File: config.mk
export PLATFORM = sky130hd
export DESIGN_NAME = s_axis_kernel_assembler
export DESIGN_NICKNAME = d
export VERILOG_FILES = /design/src/rtl/s_axis_kernel_assembler.sv
export SDC_FILE = /design/constraint.sdc
export NUM_CORES = 2
export LEC_CHECK = 0
export CAP_MARGIN = 10
export CORE_ASPECT_RATIO = 1.1
export CORE_MARGIN = 10
export CORE_UTILIZATION = 40
export CTS_CLUSTER_SIZE = 30
export DETAILED_ROUTE_END_ITERATION = 16
export PLACE_DENSITY = 0.61
export SYNTH_ARGS = -nofsm -noshare
export SYNTH_HDL_FRONTEND = slang
export SYNTH_SLANG_ARGS = --single-unit
File: constraint.sdc
create_clock -name i_clk -period 2.41 [get_ports i_clk]
set_input_delay 0.482 -clock i_clk [delete_from_list [all_inputs] [get_ports i_clk]]
set_output_delay 0.482 -clock i_clk [all_outputs]
set_load 0.05 [all_outputs]
File: src/rtl/s_axis_kernel_assembler.sv
// rtl/s_axis_kernel_assembler.sv - groups a backpressured pixel stream into padded fixed-length kernels
//
// Collects pixels into a fill buffer. A kernel closes when it holds KERNEL_LEN pixels
// or when tlast arrives. A closed kernel moves into a held output register, and the
// next kernel keeps filling behind it. If the output register is still occupied when
// a kernel closes, the closed kernel waits in the fill buffer (PEND) and input stalls.
//
// Ports:
//   i_clk, i_aresetn       clock (rising edge) and asynchronous active-low reset
//   i_axis_tdata/tvalid/tlast, o_axis_tready
//                          pixel input stream
//   o_kernel               assembled kernel, element 0 = oldest pixel, short kernels padded
//   o_kernel_valid/i_kernel_ready
//                          output handshake
//   o_kernel_count         real pixels in o_kernel (1..KERNEL_LEN)
//   o_kernel_last          kernel was closed by tlast
//   o_kernel_is_odd        toggles on every kernel loaded into o_kernel
module s_axis_kernel_assembler #(
    parameter int                    DATA_WIDTH = 8,
    parameter int                    KERNEL_LEN = 64,
    parameter logic [DATA_WIDTH-1:0] PAD_VALUE  = '0,
    localparam int                   CNT_W      = $clog2(KERNEL_LEN + 1)
) (
    input  logic                                  i_clk,
    input  logic                                  i_aresetn,
    input  logic [DATA_WIDTH-1:0]                 i_axis_tdata,
    input  logic                                  i_axis_tvalid,
    input  logic                                  i_axis_tlast,
    output logic                                  o_axis_tready,
    output logic [0:KERNEL_LEN-1][DATA_WIDTH-1:0] o_kernel,
    output logic                                  o_kernel_valid,
    input  logic                                  i_kernel_ready,
    output logic [CNT_W-1:0]                      o_kernel_count,
    output logic                                  o_kernel_last,
    output logic                                  o_kernel_is_odd
);

    localparam int IDX_W = $clog2(KERNEL_LEN);

    typedef enum logic {
        FILL = 1'b0,
        PEND = 1'b1
    } state_t;

    state_t                                state;
    state_t                                state_nxt;
    logic                                  rst_done;
    logic [CNT_W-1:0]                      wr_idx;
    logic [DATA_WIDTH-1:0]                 fill [KERNEL_LEN];
    logic [CNT_W-1:0]                      pend_count;
    logic                                  pend_last;

    logic                                  accept;
    logic                                  complete;
    logic                                  slot_free;
    logic                                  load_beat;
    logic                                  load_pend;
    logic                                  go_pend;
    logic [CNT_W-1:0]                      beat_count;
    logic [0:KERNEL_LEN-1][DATA_WIDTH-1:0] beat_kernel;
    logic [0:KERNEL_LEN-1][DATA_WIDTH-1:0] pend_kernel;

    assign o_axis_tready = rst_done & (state == FILL);
    assign accept        = i_axis_tvalid & o_axis_tready;
    assign complete      = accept & ((wr_idx == CNT_W'(KERNEL_LEN - 1)) | i_axis_tlast);
    assign slot_free     = ~o_kernel_valid | i_kernel_ready;
    assign beat_count    = wr_idx + CNT_W'(1);

    always_comb begin
        state_nxt = state;
        load_beat = 1'b0;
        load_pend = 1'b0;
        go_pend   = 1'b0;
        case (state)
            FILL: begin
                if (complete) begin
                    if (slot_free) begin
                        load_beat = 1'b1;
                    end else begin
                        go_pend   = 1'b1;
                        state_nxt = PEND;
                    end
                end
            end
            PEND: begin
                if (o_kernel_valid & i_kernel_ready) begin
                    load_pend = 1'b1;
                    state_nxt = FILL;
                end
            end
            default: state_nxt = FILL;
        endcase
    end

    // Kernel images for both load paths. The closing pixel of a direct load has not
    // reached the fill buffer yet, so it is taken straight from the input bus.
    always_comb begin
        beat_kernel = '0;
        pend_kernel = '0;
        for (int i = 0; i < KERNEL_LEN; i++) begin
            if (CNT_W'(i) < wr_idx) begin
                beat_kernel[i] = fill[i];
            end else if (CNT_W'(i) == wr_idx) begin
                beat_kernel[i] = i_axis_tdata;
            end else begin
                beat_kernel[i] = PAD_VALUE;
            end
            pend_kernel[i] = (CNT_W'(i) < pend_count) ? fill[i] : PAD_VALUE;
        end
    end

    // Fill storage carries no reset: wr_idx and pend_count decide which entries are
    // real, so stale contents are always masked by padding.
    always_ff @(posedge i_clk) begin
        if (accept) begin
            fill[wr_idx[IDX_W-1:0]] <= i_axis_tdata;
        end
    end

    always_ff @(posedge i_clk or negedge i_aresetn) begin
        if (!i_aresetn) begin
            rst_done        <= 1'b0;
            state           <= FILL;
            wr_idx          <= '0;
            pend_count      <= '0;
            pend_last       <= 1'b0;
            o_kernel        <= '0;
            o_kernel_valid  <= 1'b0;
            o_kernel_count  <= '0;
            o_kernel_last   <= 1'b0;
            o_kernel_is_odd <= 1'b0;
        end else begin
            rst_done <= 1'b1;
            state    <= state_nxt;

            if (accept) begin
                wr_idx <= complete ? '0 : beat_count;
            end

            if (go_pend) begin
                pend_count <= beat_count;
                pend_last  <= i_axis_tlast;
            end

            if (load_beat) begin
                o_kernel        <= beat_kernel;
                o_kernel_count  <= beat_count;
                o_kernel_last   <= i_axis_tlast;
                o_kernel_valid  <= 1'b1;
                o_kernel_is_odd <= ~o_kernel_is_odd;
            end else if (load_pend) begin
                o_kernel        <= pend_kernel;
                o_kernel_count  <= pend_count;
                o_kernel_last   <= pend_last;
                o_kernel_valid  <= 1'b1;
                o_kernel_is_odd <= ~o_kernel_is_odd;
            end else if (o_kernel_valid & i_kernel_ready) begin
                o_kernel_valid <= 1'b0;
            end
        end
    end

endmodule

; ---- After elaboration in Yosys (flattened, before gate mapping)
; Memories as Yosys holds them, arrays and structs flattened.
; Index checks and enable logic that the tools add are counted.
[word_totals]
latchBits = 0
memories = 1
elab_cells = 495
ramBits = 512
mem_bits_ro = 0
output_inout_bits = 523
ff_bits = 539
input_bits = 13
[memory_table]
columns = memory, words, word_bits, read_ports, rd_ports_with_merged_regs, wr, line
row1 = fill, 64, 8, 64, 0, 1, 49  ; logic [DATA_WIDTH-1:0] fill [KERNEL_LEN];
[classes]
n_lt_le_gt_ge = 128
n_reduce_logical = 3
eq_ne = 64
bitwise_logic = 9
n_mux = 216
n_shift = 0
multipliers = 0
n_div = 0
addsub = 1
[op_table]
columns = operator, count
row1 = $mux W8, 192
row2 = $mux W512, 2
row3 = $lt A6 B7 Y1 const A, 64
row4 = $eq A6 B7 Y1 const A, 32
row5 = $lt A5 B7 Y1 const A, 32
row6 = $eq A5 B7 Y1 const A, 16
row7 = $lt A4 B7 Y1 const A, 16
row8 = $eq A4 B7 Y1 const A, 8
row9 = $lt A3 B7 Y1 const A, 8
row10 = $eq A3 B7 Y1 const A, 4
row11 = $lt A1 B7 Y1 const A, 4
row12 = $lt A2 B7 Y1 const A, 4
row13 = $mux W7, 3
row14 = $mux W1, 18
row15 = $eq A2 B7 Y1 const A, 2
row16 = $add A7 B1 Y7 const B, 1
row17 = $eq A1 B7 Y1 const A, 1
row18 = $eq A7 B6 Y1 const B, 1
row19 = $logic_not A7 Y1, 1
row20 = $and A1 B1 Y1, 4
row21 = $not A1 Y1, 3
row22 = $reduce_bool A3 Y1, 1
row23 = $or A1 B1 Y1, 2
row24 = $pmux W1 S2, 1
row25 = $reduce_bool A2 Y1, 1

; ---- Depth between registers and ports, before layout
[depth]
depth_word = 7
mapped_depth = 10
depth_no_buf = 7

; ---- Worst setup path after synthesis
; OpenSTA, ideal clock, no wires.
[synth_timing]
path_type = register to register
startpoint = reg state
endpoint = mem fill[26][0], enable pin
arrival_ps = 2445
path_stages_with_launch = 6
path_buffers = 1
path_slack_ps = -405
setup_ps = 370
required_time_ps = 2040
period_less_slack_ps = 2815
cell_sequence = dfrtp_1 -> nor2b_1 -> nand2_1 -> or4_1 -> clkbuf_1 -> nor2_1
[synth_via]
elab_chain_len = 5
[synth_lines]
columns = element, line
row1 = "start, declared", 45  ; state_t state;
row2 = "start signal, assigned", 134  ; state <= state_nxt;
row3 = $not A1 Y1, -
row4 = $and A1 B1 Y1, 63  ; assign o_axis_tready = rst_done & (state == FILL);
row5 = via o_axis_tready, 29  ; output logic o_axis_tready,
row6 = $and A1 B1 Y1, 64  ; assign accept = i_axis_tvalid & o_axis_tready;
row7 = $mux W1, 115  ; if (accept) begin
row8 = $mux W1 (implied by the code), 116  ; fill[wr_idx[IDX_W-1:0]] <= i_axis_tdata;
row9 = "end, declared", 49
; The timed path passes the listed nets, and every way through them passes these cells.

; ---- Worst setup path after layout
[layout_timing]
startpoint = reg o_kernel[247] (netlist bit)
endpoint = out o_kernel[247] (netlist bit)
[layout_lines]
columns = element, line
row1 = "start, declared", 30  ; output logic [0:KERNEL_LEN-1][DATA_WIDTH-1:0] o_kernel,
row2 = "start signal, assigned", 146  ; o_kernel <= beat_kernel;
row3 = "start signal, assigned", 152  ; o_kernel <= pend_kernel;
; No word-level cell between the ends.

==> run_results.csv <==
group,metric,value,unit
critical_path,cp_slowest_stage_delay,0.84,ns
global_route,grt_usage,0.268,
timing,clock_skew,0.0243,ns
logic_synthesis,synth_top_family_by_area,"compound AO/OA/AOI/OAI gates",
logic_synthesis,ys_ff_latch,1051,
logic_synthesis,synth_cell_type_count,76,
drt,vias_per_cell,5.85,
logic_synthesis,ys_seq_area_frac,0.692,
logic_synthesis,synth_nets,3176,
logic_synthesis,avgSynthCellArea,13.2,um2
cts,cts_htree_levels,3,
critical_path,cp-start-kind,"flop",
final_layout,seq_area,28900,um2
logic_synthesis,synthMuxAreaShare,0.00135,
floorplan,start_util,0.402,
flow_run,cap_violations,0,
global_route,grt_pass1_vias,31824,
min_path,worstHoldStart,"i_axis_tdata[2]",
timing,hold_violations,0,
cts,clock-sinks,1051,
timing,final-setup-viol-count,0,
logic_synthesis,netlist.top_cell.by_area,"edfxtp_1",
timing,max_slew.worst_pin.slew,0.876,ns
critical_path,r2r_cells,7,
logic_synthesis,synth_warnings,0,
critical_path,critPathKind,"reg2out",
final_layout,fin_cells,5500,
global_route,grt_overflow,0,
power_and_ir_drop,power_density,975,nW/um2
cts,cts.root.buffer_cell,"clkbuf_16",
critical_path,cp.arrival,1.92,ns
logic_synthesis,syn_inst,3159,
min_path,hp-class,"in2reg",
drt,ant_nets,0,
final_layout,fin_nets,4035,
critical_path,cp_num_buf_inv,1,
power_and_ir_drop,p_leak,24.3,nW
logic_synthesis,synth_top_area_share,0.369,
final_layout,area_growth,33.1,%
logic_synthesis,synth_compound_area_frac,0.161,
logic_synthesis,synth_flop_cell,"dfrtp_1",
floorplan,die_w,328,um
critical_path,r2r_slack,0.03,ns
floorplan,row_count,124,
cts,clk_latency,0.68,ns
timing,period_share,0.995,
floorplan,io_pins,536,
drt,wl_per_cell,29.5,um
drt,drtIter0Drc,3704,
final_layout,most-common-layout-cells,"dfrtp_1, edfxtp_1, buf_4",
timing,setup_ws,0.0126,ns
floorplan,die_area,118000,um2
status,status,"finished clean",
timing,max_freq,417,MHz
final_layout,multi_input_area,11700,um2
critical_path,critPathMaxFanout,2,
final_layout,drive_gt1_frac,0.180,
timing,slew_violations,0,
drt,remaining_drc_errors,0,
timing,finalCriticalPeriod,2.40,ns
logic_synthesis,async_flop_share,0.513,
drt,drtPass1Iterations,5,
floorplan,core,104000,um2
critical_path,crit_family,"buffers and inverters",
global_route,antenna_found_initial,2,
critical_path,crit_path_end_kind,"output pin",
logic_synthesis,syn_area,41700,um2
timing,max_slew_margin,0.414,
place,dp.cells,5294,
critical_path,slowest_stage,"clkdlybuf4s50_1",
global_route,grt_max_degree,98,
floorplan,die_height,359,um
drt,vias,32151,
logic_synthesis,synthAdderAreaFrac,0.00120,
critical_path,critical_path.cell_chain,"clkdlybuf4s50_1",
cts,path_clk_slew,0.07,ns
critical_path,r2r-end,"o_kernel[190]",
drt,wirelength,162000,um
min_path,min_to,"fill[59][2]",
critical_path,required,1.93,ns
critical_path,r2r-start,"wr_idx[6]",
final_layout,layout_commonest_cell,"dfrtp_1",
place,place_congestion,0.976,
logic_synthesis,synth_simple_gate_area_share,0.111,
place,dpl_worst_slack,-0.820,ns
logic_synthesis,synth_xor_area_frac,0.00105,
place,portBuffers,535,
timing,rsz0062_at_grt,"false",
cts,clockBufferDepth,3,
logic_synthesis,synth_edf_count,512,
cts,cts_made_buffers,106,
min_path,min_path_cells,1,
cts,cts_tree,"built",
place,hpwl,115000,um
power_and_ir_drop,max-vdd-ir-drop,0.000586,V
global_route,grt_pass1_wl,233000,um
timing,holdWs,0.158,ns
final_layout,fill_cells,8793,
logic_synthesis,ys_top_cells_by_area,"edfxtp_1, dfrtp_1, a221o_1",
## power breakdown
part	total, mW	switching, mW	internal (mW)
clock	17.0	7.14	9.89
sequential	22.0	1.53	20.5
combinational	15.1	10.6	4.58
## cell families after synthesis
kind of cell | Yosys count
other | 1
multiplexers | 5
flip-flops | 1051
XOR/XNOR | 5
AO/OA/AOI/OAI | 834
buffers and inverters | 328
adder cells (fa/ha/maj) | 4
AND/OR/NAND/NOR | 931
## registers in the layout (all words and copies together), names as in the netlist
name	cells
o_kernel	512
o_kernel_valid	1
o_kernel_count	7
pend_count	7
o_kernel_last	1
wr_idx	7
pend_last	1
rst_done	1
state	1
fill	512
o_kernel_is_odd	1
## Yosys cell counts (all sizes together) (9+ instances only)
cell,instances
nor3,58
or2,12
a22oi,65
o21ai,92
nand4,10
nand2b,17
and3,20
clkbuf,134
o211ai,64
dfrtp,539
a21o,16
nor2,171
a21oi,103
o221ai,82
o22ai,19
inv,104
a31oi,17
buf,90
a221o,299
and2,226
nor2b,19
edfxtp,512
o21a,9
a221oi,14
or3,11
nand3,40
nand2,318
a22o,17
## through the flow
stage                     setup TNS (ns)  utilization  instance area [um2]  power (mW)
after floorplan                        0            -                41700        30.6
after global placement           -302.87        0.500                51900        37.8
after detailed placement         -328.40        0.500                51900        37.8
after CTS                              0        0.533                55300        54.3
after global routing                   0        0.535                55500        55.8
final                                  0        0.535                55500        54.2
## routing by layer
metal  share of wire  GRT usage  vias up  wire, um
met5        0.000080          0        -        13
li1                -          -    13706         -
met1            0.40      0.352    16580     65200
met2            0.47      0.433     1570     76900
met3           0.081     0.0543      293     13100
met4           0.043      0.107        2      6940
## how the worst max path moves through the flow
stage	startpoint	cells past startpoint	endpoint
floorplan	o_kernel_valid	8	o_kernel[224]
global placement	i_axis_tvalid	8	o_kernel[50]
detailed placement	i_axis_tvalid	8	o_kernel[54]
CTS	o_kernel[25]	1	o_kernel[25]
global route	o_kernel[371]	1	o_kernel[371]
finish	o_kernel[247]	1	o_kernel[247]
## timing repair
item / in CTS / in global routing
buffers inserted: 0 / 1
hold endpoints to repair: 41 / 0
resized for setup: 249 / 64
hold buffers: 1 / 0
endpoints found under the setup margin: 312 / 200
pin swaps: 0 / 1
gates cloned: 0 / 0
## area by class of cell
class / count / area share
Multi-Input combinational cell: 1780 / 0.211
Inverter: 104 / 0.00703
Clock buffer: 153 / 0.0555
Tap cell: 1386 / 0.0312
Clock inverter: 48 / 0.00973
Sequential cell: 1051 / 0.520
Timing Repair Buffer: 975 / 0.165
Antenna cell: 3 / 0.000135
Note: power is estimated with default switching activity, not from simulation.
